File: src/rtl/bcd_xs3_pkg.sv
// rtl/bcd_xs3_pkg.sv - shared types and constants for the BCD-to-Excess-3 sequencer
package bcd_xs3_pkg;

   typedef enum logic [1:0] {
      IDLE = 2'd0,
      CONV = 2'd1,
      DONE = 2'd2
   } state_t;

   localparam logic [3:0] XS3_OFFSET  = 4'd3;
   localparam logic [3:0] BCD_MAX     = 4'd9;
   localparam logic [3:0] XS3_INVALID = 4'h0;

endpackage

File: src/rtl/bcd_xs3_digit.sv
// rtl/bcd_xs3_digit.sv - combinational one-digit BCD to Excess-3 converter
module bcd_xs3_digit
   import bcd_xs3_pkg::*;
(
   input  logic [3:0] bcd,
   output logic [3:0] xs3,
   output logic       err
);

   // Non-decimal digits yield a code that can never appear in legal XS3 output.
   always_comb begin
      err = (bcd > BCD_MAX);
      xs3 = err ? XS3_INVALID : (bcd + XS3_OFFSET);
   end

endmodule

File: src/rtl/bcd_xs3_seq.sv
// rtl/bcd_xs3_seq.sv - multi-digit BCD to Excess-3 sequencer over one shared digit converter
module bcd_xs3_seq
   import bcd_xs3_pkg::*;
#(
   parameter int DIGITS = 4
) (
   input  logic                  clk,
   input  logic                  rst_n,
   input  logic                  in_valid,
   output logic                  in_ready,
   input  logic [4*DIGITS-1:0]   in_bcd,
   output logic                  out_valid,
   input  logic                  out_ready,
   output logic [4*DIGITS-1:0]   out_xs3,
   output logic [DIGITS-1:0]     out_err_mask,
   output logic                  out_err,
   output logic                  busy
);

   localparam int IDX_W = (DIGITS > 1) ? $clog2(DIGITS) : 1;

   state_t              state;
   state_t              state_next;
   logic [IDX_W-1:0]    idx;
   logic [4*DIGITS-1:0] src;
   logic [4*DIGITS-1:0] result;
   logic [DIGITS-1:0]   mask;
   logic [3:0]          digit_in;
   logic [3:0]          digit_xs3;
   logic                digit_err;
   logic                last_digit;

   assign last_digit = (idx == IDX_W'(DIGITS - 1));

   always_comb begin
      digit_in = '0;
      for (int i = 0; i < DIGITS; i++) begin
         if (idx == IDX_W'(i)) digit_in = src[4*i +: 4];
      end
   end

   bcd_xs3_digit u_digit (
      .bcd (digit_in),
      .xs3 (digit_xs3),
      .err (digit_err)
   );

   always_ff @(posedge clk or negedge rst_n) begin
      if (!rst_n) state <= IDLE;
      else        state <= state_next;
   end

   always_comb begin
      state_next = state;
      case (state)
         IDLE:    if (in_valid)   state_next = CONV;
         CONV:    if (last_digit) state_next = DONE;
         DONE:    if (out_ready)  state_next = IDLE;
         default:                 state_next = IDLE;
      endcase
   end

   // Handshake outputs decode state only, so no input reaches an output combinationally.
   always_comb begin
      in_ready  = (state == IDLE);
      busy      = (state == CONV);
      out_valid = (state == DONE);
   end

   always_ff @(posedge clk or negedge rst_n) begin
      if (!rst_n) begin
         src    <= '0;
         idx    <= '0;
         result <= '0;
         mask   <= '0;
      end else begin
         case (state)
            IDLE: begin
               if (in_valid) begin
                  src    <= in_bcd;
                  idx    <= '0;
                  result <= '0;
                  mask   <= '0;
               end
            end
            CONV: begin
               for (int i = 0; i < DIGITS; i++) begin
                  if (idx == IDX_W'(i)) begin
                     result[4*i +: 4] <= digit_xs3;
                     mask[i]          <= digit_err;
                  end
               end
               idx <= idx + 1'b1;
            end
            default: ;
         endcase
      end
   end

   assign out_xs3      = result;
   assign out_err_mask = mask;
   assign out_err      = |mask;

endmodule

File: config.mk
export PLATFORM = sky130hd
export DESIGN_NAME = bcd_xs3_seq
export DESIGN_NICKNAME = d
export VERILOG_FILES = /design/src/rtl/bcd_xs3_pkg.sv /design/src/rtl/bcd_xs3_digit.sv /design/src/rtl/bcd_xs3_seq.sv
export SDC_FILE = /design/constraint.sdc
export NUM_CORES = 1
export LEC_CHECK = 0
export ABC_AREA = 0
export BUFFER_PORTS_ARGS = -buffer_cell sky130_fd_sc_hd__buf_2
export CAP_MARGIN = 10
export CORE_UTILIZATION = 40
export DETAILED_ROUTE_END_ITERATION = 10
export PLACE_DENSITY = 0.7
export SYNTH_ARGS = -nofsm -noshare
export SYNTH_HDL_FRONTEND = slang
export SYNTH_SLANG_ARGS = --single-unit
File: constraint.sdc
create_clock -name clk -period 2.84 [get_ports clk]
set_clock_uncertainty 0.1 [all_clocks]
set_input_delay 0.426 -clock clk [delete_from_list [all_inputs] [get_ports clk]]
set_output_delay 0.426 -clock clk [all_outputs]
set_load 0.02 [all_outputs]
==> impl_metrics.toml <==
[run_status]
outcome = "finished clean"

[power]
ir_drop_mv = 0.611
p_total_uw = 3060
cellLeakagePower_uw = 0.00116
powerDensity_mw_per_mm2 = 1370

[synthesis]
synthesis.instances = 193
yosys-top-cells-count = "69 x nand2_1, 40 x dfrtp_1, 16 x o21ai_0"
synth_ff_type = "dfrtp_1"
synth_top_area_cell = "dfrtp_1"
ys.warnings.count = 0
syn_nets = 219
ys_ff_latch = 40
async_reset_ff_share_pct = 100
synth.distinct_cells = 33
synth_top_cell_area_share_pct = 54.6
synth.most_common_cell = "nand2_1"
synth_edf_count = 0
seq_area_frac_synth_pct = 54.6
synth.area.top_cells = "dfrtp_1 55%, nand2_1 14%, o21ai_0 4.4%"
syn_area_per_cell_um2 = 9.50
synth_area_mm2 = 0.00183

[worst_hold_path]
hp-class = "in2async"

[place]
dp_hpwl_um = 2840
gp_congestion = 0.797
place_area_mm2 = 0.00210
dp_cells = 285
port-buffer-count = 43

[final_layout]
design_area_mm2 = 0.00223
final-seq-area_mm2 = 0.00100
nFillCells = 432
layout-drive-gt1-share_pct = 25.8
finish.utilization_pct = 50.9
layout.nets = 266
syn_to_final_growth_pct = 21.7
final_cells = 292
multi_input_area_um2 = 761
antennaDiodeCount = 0

[timing]
period_needed_ns = 2.57
final_max_slew_viol_count = 0
setup_viol = 0
rsz0062_at_grt = "false"
fmax_ghz = 0.389
min_period_over_period_pct = 90.6
slew_headroom_pct = 41.4
setup_tns_ns = 0
report.final.hold_viol_count = 0
tightest_slew_ns = 0.880

[worst_setup_path]
end_kind = "register"
critical_path_arrival_ns = 2.70
critPathMaxFanout = 6
r2r_cells = 11
start_kind = "register"
setup.worst_path.class = "reg2reg"
required_ns = 2.97

[route]
drtPass1Iterations = 4
drc_errors = 0
drt-vias-per-instance = 5.00
totalWireLength_um = 3820
vias = 1460
post_drt_wl_per_cell_um = 13.1
drtAntennaViolNets = 0
drt_iter0_drc = 63

[global_routing]
grt_pass1_vias = 1335
overflow = 0
antenna_found_initial = 0
grt_max_degree = 41
track_usage_pct = 16.8
grt_pass1_wl_um = 6420

[cts]
clock_latency_ns = 0.29
cts_root_buf = "clkbuf_8"
clkTransAtPathRegs_ns = 0.08
clock_tree.buffer_depth = 2
postCtsHoldBufs = 0
cts_max_level = 2
post-cts-setup-buffer-count = 0
cts_tree = "built"
cts_buffers = 5
cts.sinks = 40
cts_resized = 0

[die]
core-area_mm2 = 0.00438
initial_core_util_pct = 41.8
die_y_um = 69.7
io_pins = 44
fp.dieArea_mm2 = 0.00486
die_x_um = 69.7
fp-row-count = 24

[flow_run]
cap_viol_max_count = 0
-- final cells by class --
type	instances	share of cell area [%]
Tap cell	52	2.92
Timing Repair Buffer	47	11.0
Multi-Input combinational cell	138	34.1
Inverter	8	1.35
Clock buffer	5	3.08
Clock inverter	2	2.69
Sequential cell	40	44.9
-- worst paths after layout --
kind                                               from                      end  slack [ns]
worst max-delay path                 idx[0]$_DFFE_PN0P_   out_xs3[4]$_DFFE_PN0P_        0.27
worst min-delay path                              rst_n  out_xs3[13]$_DFFE_PN0P_        0.14
worst max register to register       idx[0]$_DFFE_PN0P_   out_xs3[4]$_DFFE_PN0P_        0.27
worst min register to register  out_xs3[11]$_DFFE_PN0P_  out_xs3[11]$_DFFE_PN0P_        0.38
max in group asynchronous                         rst_n       src[7]$_DFFE_PN0P_        1.94
min in group clk                             in_bcd[12]      src[12]$_DFFE_PN0P_        0.22
-- cells in the final DEF (no fill, tap or decap), types with 3 or more instances in the layout --
master | netlist | routed
a21oi_1 | 5 | 5
o21ai_0 | 16 | 16
inv_1 | 8 | 8
nand2_1 | 69 | 69
buf_2 | 1 | 43
o21ai_1 | 4 | 4
o22ai_1 | 3 | 3
ha_1 | 6 | 5
dfrtp_1 | 40 | 40
clkbuf_8 | 0 | 5
a32o_1 | 4 | 4
buf_4 | 0 | 4
nor2b_1 | 3 | 3
nor2_1 | 5 | 5
nand2b_1 | 3 | 3
-- cells by family (layout without fill, tap and decap cells) --
kind of cell | after synthesis | count (layout) | share of synthesized area [%]
simple gates | 90 | 90 | 21.3
buf+inv | 15 | 62 | 4.03
compound gates | 42 | 42 | 16.0
flops | 40 | 40 | 54.6
fa+ha+maj | 6 | 6 | 4.10
-- per-layer routing --
metal	vias up	track usage, %	wire, µm
met4	0	3.33	29
met3	5	5.67	174
met5	-	0	0
met2	46	25.4	1700
met1	670	23.9	1910
li1	739	-	-
-- metrics by stage --
step                hold WS, ns  setup slack [ns]
floorplan                0.0304             0.377
global placement          0.357             0.300
detailed placement        0.365             0.182
CTS                       0.192             0.181
global route              0.210            0.0343
finish                    0.145             0.267
-- registers in the layout (all words and copies together), names as in the netlist --
signal and flops:
idx 2, out_xs3 16, out_err_mask 4, state 2
src 16
-- power breakdown --
group	internal [µW]	switching [µW]	leakage [µW]	total, µW
clock	346	195	0.0000642	541
combinational	572	1010	0.000577	1580
sequential	807	138	0.000516	945
-- critical path, cell delays in order (launching register included) --
cell and delay (ns):
dfrtp_1 0.41, inv_1 0.08, ha_1 0.24, or2_0 0.25
a221oi_1 0.29, nor2_1 0.16, inv_1 0.08, ha_1 0.18
nor2_1 0.08, o21ai_2 0.23, nor2b_4 0.24, a32o_1 0.18
No activity file was read; power rests on OpenSTA's default activity.
